`src/rtl/vfp_sink_pkg.sv`:
```
// Shared types and checksum step for the RGB AXI4-Stream frame sink.
package vfp_sink_pkg;

    typedef enum logic [1:0] {SINK_IDLE, SINK_ACTIVE, SINK_DONE} sink_state_t;

    localparam int unsigned CHK_W = 32;

    function automatic logic [CHK_W-1:0] chk_step(input logic [CHK_W-1:0] chk,
                                                  input logic [CHK_W-1:0] pix);
        return {chk[CHK_W-2:0], chk[CHK_W-1]} ^ pix;
    endfunction

endpackage

```
`src/rtl/rgb_axis_frame_sink_if.sv`:
```
// AXI4-Stream video bus: tuser marks start of frame, tlast marks end of line.
interface rgb_axis_frame_sink_if #(
    parameter int unsigned DATA_W = 24
);
    logic              tvalid;
    logic              tready;
    logic              tlast;
    logic              tuser;
    logic [DATA_W-1:0] tdata;

    modport master (output tvalid, output tlast, output tuser, output tdata, input tready);
    modport slave  (input tvalid, input tlast, input tuser, input tdata, output tready);
endinterface

```
`src/rtl/rgb_sink_lfsr.sv`:
```
// Pseudo-random backpressure source: 16-bit Fibonacci LFSR (taps 16,14,13,11).
module rgb_sink_lfsr #(
    parameter logic [15:0] SEED = 16'hACE1
) (
    input  logic       clk,
    input  logic       reset,
    input  logic [3:0] stall_thr,
    output logic       ok
);
    logic [15:0] lfsr;

    always_ff @(posedge clk) begin
        if (reset) lfsr <= SEED;
        else       lfsr <= {lfsr[14:0], lfsr[15] ^ lfsr[13] ^ lfsr[12] ^ lfsr[10]};
    end

    assign ok = (lfsr[3:0] >= stall_thr);
endmodule

```
`src/rtl/rgb_axis_frame_sink.sv`:
```
// RGB AXI4-Stream frame sink: geometry tracking, SOF/EOL error counts, per-frame checksum.
// Optional LFSR backpressure is enabled by defining RGB_SINK_BACKPRESSURE_EN.
module rgb_axis_frame_sink
    import vfp_sink_pkg::*;
#(
    parameter int unsigned DATA_W    = 24,
    parameter int unsigned DIM_W     = 12,
    parameter int unsigned ERR_W     = 16,
    parameter logic [15:0] LFSR_SEED = 16'hACE1
) (
    input  logic                   ACLK,
    input  logic                   reset,
    input  logic                   enable,
    input  logic [DIM_W-1:0]       cfg_width,
    input  logic [DIM_W-1:0]       cfg_height,
    input  logic [3:0]             cfg_stall_thr,
    rgb_axis_frame_sink_if.slave   s_axis,
    output logic                   frame_done,
    output logic [15:0]            frame_cnt,
    output logic [CHK_W-1:0]       frame_chksum,
    output logic [ERR_W-1:0]       err_sof_cnt,
    output logic [ERR_W-1:0]       err_eol_cnt,
    output logic                   busy
);
    sink_state_t      state, state_n;
    logic [DIM_W-1:0] x, x_n, y, y_n;
    logic [DIM_W-1:0] w_last, w_last_n, h_last, h_last_n;
    logic [DIM_W-1:0] w_cfg, h_cfg;
    logic [CHK_W-1:0] chk, chk_n, pix_ext;
    logic [DATA_W-1:0] pix;
    logic             beat, stall_ok, line_end;
    logic             sof_err, eol_err, finish;

`ifdef RGB_SINK_BACKPRESSURE_EN
    rgb_sink_lfsr #(.SEED(LFSR_SEED)) u_lfsr (
        .clk       (ACLK),
        .reset     (reset),
        .stall_thr (cfg_stall_thr),
        .ok        (stall_ok)
    );
`else
    logic unused_cfg;
    assign unused_cfg = ^{cfg_stall_thr, LFSR_SEED};
    assign stall_ok   = 1'b1;
`endif

    // Geometry stored as last index; width below 2 is forced to 2, height 0 to 1.
    assign w_cfg   = (cfg_width < DIM_W'(2)) ? DIM_W'(1) : cfg_width - DIM_W'(1);
    assign h_cfg   = (cfg_height == '0) ? '0 : cfg_height - DIM_W'(1);
    assign pix     = s_axis.tdata;
    assign pix_ext = CHK_W'(pix);

    assign s_axis.tready = enable & ~reset & (state != SINK_DONE) & stall_ok;
    assign beat          = s_axis.tvalid & s_axis.tready;
    assign busy          = (state == SINK_ACTIVE);

    always_comb begin
        state_n  = state;
        x_n      = x;
        y_n      = y;
        w_last_n = w_last;
        h_last_n = h_last;
        chk_n    = chk;
        sof_err  = 1'b0;
        eol_err  = 1'b0;
        finish   = 1'b0;
        line_end = (x == w_last);
        case (state)
            SINK_IDLE: begin
                if (beat) begin
                    if (s_axis.tuser) begin
                        state_n  = SINK_ACTIVE;
                        x_n      = DIM_W'(1);
                        y_n      = '0;
                        w_last_n = w_cfg;
                        h_last_n = h_cfg;
                        chk_n    = pix_ext;
                    end else begin
                        sof_err = 1'b1;
                    end
                end
            end
            SINK_ACTIVE: begin
                if (beat) begin
                    if (s_axis.tuser) begin
                        sof_err  = 1'b1;
                        x_n      = DIM_W'(1);
                        y_n      = '0;
                        w_last_n = w_cfg;
                        h_last_n = h_cfg;
                        chk_n    = pix_ext;
                    end else begin
                        chk_n   = chk_step(chk, pix_ext);
                        eol_err = (line_end != s_axis.tlast);
                        // A misplaced tlast still closes the line so the frame can finish.
                        if (line_end || s_axis.tlast) begin
                            x_n = '0;
                            if (y == h_last) begin
                                state_n = SINK_DONE;
                                finish  = 1'b1;
                            end else begin
                                y_n = y + DIM_W'(1);
                            end
                        end else begin
                            x_n = x + DIM_W'(1);
                        end
                    end
                end
            end
            SINK_DONE: state_n = SINK_IDLE;
            default:   state_n = SINK_IDLE;
        endcase
    end

    always_ff @(posedge ACLK) begin
        if (reset) begin
            state        <= SINK_IDLE;
            x            <= '0;
            y            <= '0;
            w_last       <= '0;
            h_last       <= '0;
            chk          <= '0;
            frame_done   <= 1'b0;
            frame_cnt    <= '0;
            frame_chksum <= '0;
            err_sof_cnt  <= '0;
            err_eol_cnt  <= '0;
        end else begin
            state      <= state_n;
            x          <= x_n;
            y          <= y_n;
            w_last     <= w_last_n;
            h_last     <= h_last_n;
            chk        <= chk_n;
            frame_done <= finish;
            if (finish) begin
                frame_cnt    <= frame_cnt + 16'd1;
                frame_chksum <= chk_n;
            end
            if (sof_err && (err_sof_cnt != '1)) err_sof_cnt <= err_sof_cnt + ERR_W'(1);
            if (eol_err && (err_eol_cnt != '1)) err_eol_cnt <= err_eol_cnt + ERR_W'(1);
        end
    end
endmodule
```
`src/flat_wrapper.sv`:
```
// flat-port wrapper written by rule: the top's interface ports become plain ports
module rgb_axis_frame_sink_flat import vfp_sink_pkg::*;
#(
    parameter int unsigned DATA_W    = 24,
    parameter int unsigned DIM_W     = 12,
    parameter int unsigned ERR_W     = 16,
    parameter logic [15:0] LFSR_SEED = 16'hACE1
)
  (ACLK, reset, enable, cfg_width, cfg_height, cfg_stall_thr, frame_done, frame_cnt, frame_chksum, err_sof_cnt, err_eol_cnt, busy, s_axis_tvalid, s_axis_tlast, s_axis_tuser, s_axis_tdata, s_axis_tready);
  rgb_axis_frame_sink_if #(.DATA_W(DATA_W)) s_axis_i ();
  input  logic ACLK;
  input  logic reset;
  input  logic enable;
  input  logic [DIM_W-1:0] cfg_width;
  input  logic [DIM_W-1:0] cfg_height;
  input  logic [3:0] cfg_stall_thr;
  output logic frame_done;
  output logic [15:0] frame_cnt;
  output logic [CHK_W-1:0] frame_chksum;
  output logic [ERR_W-1:0] err_sof_cnt;
  output logic [ERR_W-1:0] err_eol_cnt;
  output logic busy;
  input wire logic [$bits(s_axis_i.tvalid)-1:0] s_axis_tvalid;
  input wire logic [$bits(s_axis_i.tlast)-1:0] s_axis_tlast;
  input wire logic [$bits(s_axis_i.tuser)-1:0] s_axis_tuser;
  input wire logic [$bits(s_axis_i.tdata)-1:0] s_axis_tdata;
  output wire logic [$bits(s_axis_i.tready)-1:0] s_axis_tready;
  assign s_axis_i.tvalid = s_axis_tvalid;
  assign s_axis_i.tlast = s_axis_tlast;
  assign s_axis_i.tuser = s_axis_tuser;
  assign s_axis_i.tdata = s_axis_tdata;
  assign s_axis_tready = s_axis_i.tready;
  rgb_axis_frame_sink #(.DATA_W(DATA_W), .DIM_W(DIM_W), .ERR_W(ERR_W), .LFSR_SEED(LFSR_SEED)) u_core (.ACLK(ACLK), .reset(reset), .enable(enable), .cfg_width(cfg_width), .cfg_height(cfg_height), .cfg_stall_thr(cfg_stall_thr), .s_axis(s_axis_i), .frame_done(frame_done), .frame_cnt(frame_cnt), .frame_chksum(frame_chksum), .err_sof_cnt(err_sof_cnt), .err_eol_cnt(err_eol_cnt), .busy(busy));
endmodule
```
`config.mk`:
```
export PLATFORM = sky130hd
export DESIGN_NAME = rgb_axis_frame_sink_flat
export DESIGN_NICKNAME = d
export VERILOG_FILES = /design/src/rtl/vfp_sink_pkg.sv /design/src/rtl/rgb_axis_frame_sink_if.sv /design/src/rtl/rgb_sink_lfsr.sv /design/src/rtl/rgb_axis_frame_sink.sv /design/src/flat_wrapper.sv
export SDC_FILE = /design/constraint.sdc
export NUM_CORES = 1
export LEC_CHECK = 0
export ABC_AREA = 1
export ABC_CLOCK_PERIOD_IN_PS = 2060
export BUFFER_PORTS_ARGS = -buffer_cell sky130_fd_sc_hd__buf_2
export CORE_MARGIN = 2
export CORE_UTILIZATION = 52
export DETAILED_ROUTE_END_ITERATION = 8
export PLACE_DENSITY_LB_ADDON = 0.15
export SLEW_MARGIN = 40
export SYNTH_ARGS = -nofsm -noshare
export SYNTH_HDL_FRONTEND = slang
export SYNTH_SLANG_ARGS = --single-unit
```
`constraint.sdc`:
```
create_clock -name ACLK -period 2.06 [get_ports ACLK]
set_input_delay 0.309 -clock ACLK [delete_from_list [all_inputs] [get_ports ACLK]]
set_output_delay 0.309 -clock ACLK [all_outputs]
set_load 0.02 [all_outputs]
```
==> metrics, run 1 <==
worst path arrival time=approximately 2500 ps; gpl congestion=0.860; IO Pins=141; clk buf depth=2; Vias=9375; sequential share of power=45.9%; post-synthesis cell count=1429; Final Slew Violations=0; initial antenna violation count=0; worst-skew pair later-pin latency=420 ps; largest net degree at the start of global routing=48; power share of the clock group=45.0%; number of max-cap violations=0; Crit Path Category=flop to flop; area of the multi-input gates=5170 um2; Final Cycle Share=106%; hpwl dp=15.5 mm; most frequent cells in the layout=nand2_1 (302), nor2_1 (215), inv_1 (171); antenna cells=0; crit path launch type=flop; Setup TNS=-854 ps; dominant cell type by area after synthesis=dfxtp_1; area grow syn2layout=22.9%; CTS H-tree lvls=4; M1 GR Usage=30.9%; Worst-path clk slew=roughly 60 ps; leakage=5.13 nW; switching part of the total power=24.3%; Core Rows=48; PortBufs=136; CTS Root Cell=clkbuf_16; CTS tree=yes; Slew headroom=between 60% and 70%; FFs w/ async S/R, synth=0%; most common cell after layout, fill and taps aside=nand2_1; distinct cell type count after synthesis=43; fin nets=1654; layout cells sized above 1=21.0%; final wirelength=22.8 mm; failing checks=negative setup slack; met2 usage=about 42%; drt drc=0; predominant post-synthesis flop cell=dfxtp_1; worst vdd ir=618 uV; synthesized area per cell=6.42 um2; TritonCTS Buffers=17; antenna violation net count after detailed routing=0; Area contributors post-synth=dfxtp_1 (36%), nand2_1 (13%), nor2_1 (9.9%), inv_1 (7.1%), o21ai_0 (5.3%); Initial Util=a little over half; critical path peak fanout=3; Pwr per Cell Area=~620 nW/um2; syn nets=between 1000 and 1500; Seq cells post-synth=163; fmax=about 460 MHz; Via-to-Cell Ratio=5.14; vias in the first global route=approximately 8500; first-pass GRT wire length=between 30 and 40 mm; Yosys top cell area share=35.6%; worst hold margin=67.6 ps; post-synthesis sequential area ratio=a little over a third; min cycle time layout=2180 ps; gr usage total=between 20 and 25%; dpl ws=-252 ps; Comb power frac=9.2%; fill count=roughly 1600; busiest grt layer=met2; Die Area=18700 um2; overall die width=137 um; core footprint=around 17000 um2; global route overflow=0; sw power=1.70 mW; Worst-Margin Slew=roughly 580 ps; Setup Skew=7.28 ps; Power Total=roughly 7 mW; status=finished with violations; sequential cell area=3270 um2; mapped cell area=9180 um2; cell internal pwr=about 5.3 mW; worst setup margin=-117 ps; required time worst endpoint=2370 ps; Setup Viol. Count Final=28; design area=around 11000 um2; Iteration-0 DRC Markers=455; placed instance area=10200 um2; Hold Fails Final Rpt=0; Critical Path End Type=flop; Pre-Repair DR Iteration Count=6; HP Class=input port to flop; RSZ-0062 raised after global routing=true; met3 GRT Util=under 10%; EDFF count, synth=0; Die Span Y=137 um; CTS sink cnt=163; WL per Instance=between 10 and 15 um; Warnings, synthesis=0
[power groups by stage]
stage | Sequential, mW | Combinational (mW) | Clock (mW)
final | 3.22 | 0.643 | 3.16
after global placement | 3.29 | 0.597 | 0
after global routing | 3.22 | 0.715 | 3.33
after floorplan | 3.29 | 0.390 | 0
after detailed placement | 3.29 | 0.604 | 0
after CTS | 3.22 | 0.621 | 3.22
[kinds of logic (layout without fill, tap and decap cells)]
group	count (synthesis)	in the layout	share of synthesized area, %
flops	163	163	35.6
fa+ha+maj	10	10	1.36
compound gates	198	198	11.6
simple gates	773	773	36.7
buf+inv	244	413	10.9
xor+xnor	41	41	3.91
[path summary, 6_finish.rpt]
kind | startpoint | endpoint | slack (ps) | cells after the start
worst max register to register | u_core.x[1] | u_core.err_eol_cnt[11] | -120 | 10
worst min-delay path | cfg_width[0] | u_core.w_last[0] | 70 | 2
worst min register to register | u_core.w_last[1] | u_core.w_last[1] | 480 | 2
worst max-delay path | u_core.x[1] | u_core.err_eol_cnt[11] | -120 | 10
[state kept, by name, summed over array words and instances (netlist names), 12 cells and up]
| register | count |
|---|---|
| u_core.chk | 32 |
| u_core.h_last | 12 |
| u_core.frame_chksum | 32 |
| u_core.frame_cnt | 16 |
| u_core.err_sof_cnt | 16 |
| u_core.x | 12 |
| u_core.w_last | 12 |
| u_core.err_eol_cnt | 16 |
| u_core.y | 12 |
[stage by stage]
stage / util [%] / cells
after detailed placement: 59.3 / 1783
after global routing: 65.2 / 1823
after floorplan: - / 1429
after CTS: 64.0 / 1820
final: 65.2 / 1823
after global placement: 59.3 / 1783
[final cells by class]
type / count / area share [%]
inverters: 186 / 6.26
flip-flops and latches: 163 / 29.0
clock buffers: 20 / 3.87
well taps: 225 / 2.50
repair inverters: 1 / 0.0665
multi-input cells: 1022 / 45.9
clock inverters: 11 / 1.22
repair buffers: 195 / 11.3
[metal layers]
layer | part of all wire [%] | wire length, um | vias up
li1 | - | - | 4847
met2 | 47 | 10800 | 237
met1 | 46 | 10500 | 4259
met3 | 4.9 | 1120 | 32
met4 | 1.5 | 350 | 0
met5 | 0 | 0 | -
[synth_stat cells (all sizes together) (2+ instances only)]
cell type and number:
dfxtp 163, clkinv 2, and3 3, and2 24
xnor2 14, ha 10, nand2 331, clkbuf 26
nand4 28, o211ai 3, a21oi 76, nand3b 3
nor4 21, nor3 18, nor3b 5, nand3 85
inv 184, o21ai 101, nor2 246, buf 32
or2 9, o22ai 2, o21bai 3, xor2 27
a31oi 5, o211a 5
[what timing repair did]
item	CTS	global route
cloned	2	1
setup endpoints to repair	65	80
resized for setup	56	61
hold buffers	0	0
buffers inserted	4	2
pin swaps	14	18
[worst max-delay path, cell delays in order (launching register included)]
cell and delay (ps):
dfxtp_1 320, xor2_1 170, nor4_2 290, nand4_1 210, ha_4 330, nand2_4 40, nor2_4 150, nand4_1 190
buf_4 200, o21ai_2 120, a21oi_2 40
Note: power is estimated with default switching activity, not from simulation.
==> inputs of run 2 (changes only) <==
--- a/config.mk
+++ b/config.mk
@@ -11,7 +11,8 @@
 export CORE_MARGIN = 2
 export CORE_UTILIZATION = 52
 export DETAILED_ROUTE_END_ITERATION = 8
-export PLACE_DENSITY_LB_ADDON = 0.15
+export GPL_TIMING_DRIVEN = 0
+export PLACE_DENSITY = 0.76
 export SLEW_MARGIN = 40
 export SYNTH_ARGS = -nofsm -noshare
 export SYNTH_HDL_FRONTEND = slang
==> run 2 against run 1 <==
Compared with the run above: the flow still finishes with violations (negative setup slack); largest cell class unchanged; sequential share of layout area fell by 1.2 points; first-iteration DRC count increased by 52%; worst hold slack improved by 5.6 ps; critical endpoint is now u_core.err_eol_cnt[13].
==> metrics, run 2 (same netlist as run 1, synthesis figures left out) <==
status=finished with violations; failing checks=negative setup slack; worst-skew pair later-pin latency=roughly 430 ps; Via-to-Cell Ratio=5.30; placed instance area=10100 um2; area grow syn2layout=28.4%; worst hold margin=roughly 73 ps; layout cells sized above 1=24.7%; Setup Viol. Count Final=70; Hold Fails Final Rpt=0; WL per Instance=14.0 um; RR Endpoint=u_core.err_eol_cnt[13]; Die Span Y=137 um; worst path arrival time=2590 ps; number of max-cap violations=0; Crit Path Category=flop to flop; critical path peak fanout=4; hold buffer count at cts=0; worst vdd ir=584 uV; Pwr per Cell Area=615 nW/um2; Setup TNS=-7690 ps; CTS sink cnt=~160; hold path start=cfg_width[0]; Worst-Margin Slew=~820 ps; antenna violation net count after detailed routing=0; crit path launch type=flop; Pre-Repair DR Iteration Count=7; R2R cell count=12; IO Pins=roughly 140; clk buf depth=2; TritonCTS Buffers=17; design area=11800 um2; CTS Root Cell=clkbuf_16; top flop regs=u_core.chk (32), u_core.frame_chksum (32); Slew headroom=45.1%; CTS H-tree lvls=4; Initial Util=53.1%; gr usage total=26.8%; required time worst endpoint=2380 ps; largest net degree at the start of global routing=19; RSZ-0062 raised after global routing=true; Power Total=around 7.2 mW; Worst-path clk slew=60 ps; fmax=440 MHz; Vias=9782; Critical Path End Type=flop; min cycle time layout=2270 ps; most common cell after layout, fill and taps aside=nand2_1; Final Cycle Share=110%; HP Class=input port to flop; Final Slew Violations=0; Core Rows=48; overall die width=137 um; Min-Delay Endpoint=u_core.w_last[0]; worst setup margin=-212 ps; global route overflow=0; gpl congestion=0.915; first-pass GRT wire length=40.5 mm; most frequent cells in the layout=nand2_1 (274), nor2_1 (199), inv_1 (172); core footprint=roughly 17000 um2; initial antenna violation count=2; vias in the first global route=8753; Iteration-0 DRC Markers=693; Die Area=18700 um2; Setup Skew=9.09 ps; fin nets=1673; drt drc=0; PortBufs=136; hpwl dp=17.3 mm; final wirelength=about 26 mm; leakage=5.25 nW; hold path depth=2; CTS tree=yes; reg-to-reg startpoint=u_core.x[3]; r2r setup slk=-210 ps
## run 2: changes by cell type in the layout (fill, tap and decap cells not counted), moves of 16 or more
cell      delta
nand2_2     +19
nor2_1      -16
buf_4       -33
clkbuf_1    +17
nand2_1     -28
nor2_4      +18
## run 2: layout make-up
type	count	area, um2
multi-input combinational	1022	5520
fill	1464	5510
sequential	163	3280
timing repair buffer	160	973
inverter	186	701
clock buffer	20	467
buffer	55	409
tap	225	282
clock inverter	12	154
antenna	2	5.00
## run 2: repair_timing
action | CTS | global route
setup endpoints to repair | 93 | 99
buffers inserted | 9 | 7
cloned | 7 | 3
resized for setup | 132 | 125
pin swaps | 60 | 33
## run 2: critical path, cell delays in order (launching register included)
cell and delay [ps]:
dfxtp_4 350, xor2_1 150, nor4_1 300, nand4_1 230
ha_4 340, nand2_4 40, nor2_4 150, buf_6 120
nand4_1 160, inv_2 140, nand3_2 70, nand2_2 70
nor2_1 40
## run 2: worst max-delay path by stage
stage	startpoint	to	slack, ps	cells after the start
finish	u_core.x[3]	u_core.err_eol_cnt[13]	-210	12
global route	u_core.x[3]	u_core.err_eol_cnt[13]	-320	12
CTS	u_core.x[1]	u_core.err_eol_cnt[13]	-150	12
detailed placement	u_core.x[10]	u_core.frame_chksum[22]	-440	10
global placement	u_core.x[10]	u_core.frame_chksum[22]	-380	10
floorplan	u_core.state[1]	u_core.err_sof_cnt[10]	60	9
## run 2: stage by stage
step | utilization, % | setup WS, ps | cells
floorplan | - | 55.1 | 1429
global placement | 58.6 | -384 | 1790
detailed placement | 58.6 | -440 | 1790
CTS | 65.5 | -155 | 1836
global route | 68.1 | -322 | 1843
finish | 68.1 | -212 | 1845
## run 2: per-layer routing
layer  wire length, um  GRT usage, %  share of wire (%)
met5                 0             0                  0
met4               482          8.30                1.9
met3              1860          5.48                7.2
met2             12300          44.6                 47
met1             11300          34.9                 44
## run 2: power by group
part | total (mW) | leakage (nW) | switching, mW | internal (mW)
Combinational | 0.693 | 3.63 | 0.450 | 0.244
Sequential | 3.22 | 1.32 | 0.0298 | 3.19
Clock | 3.33 | 0.298 | 1.33 | 2.00
Total | 7.25 | 5.25 | 1.81 | 5.44
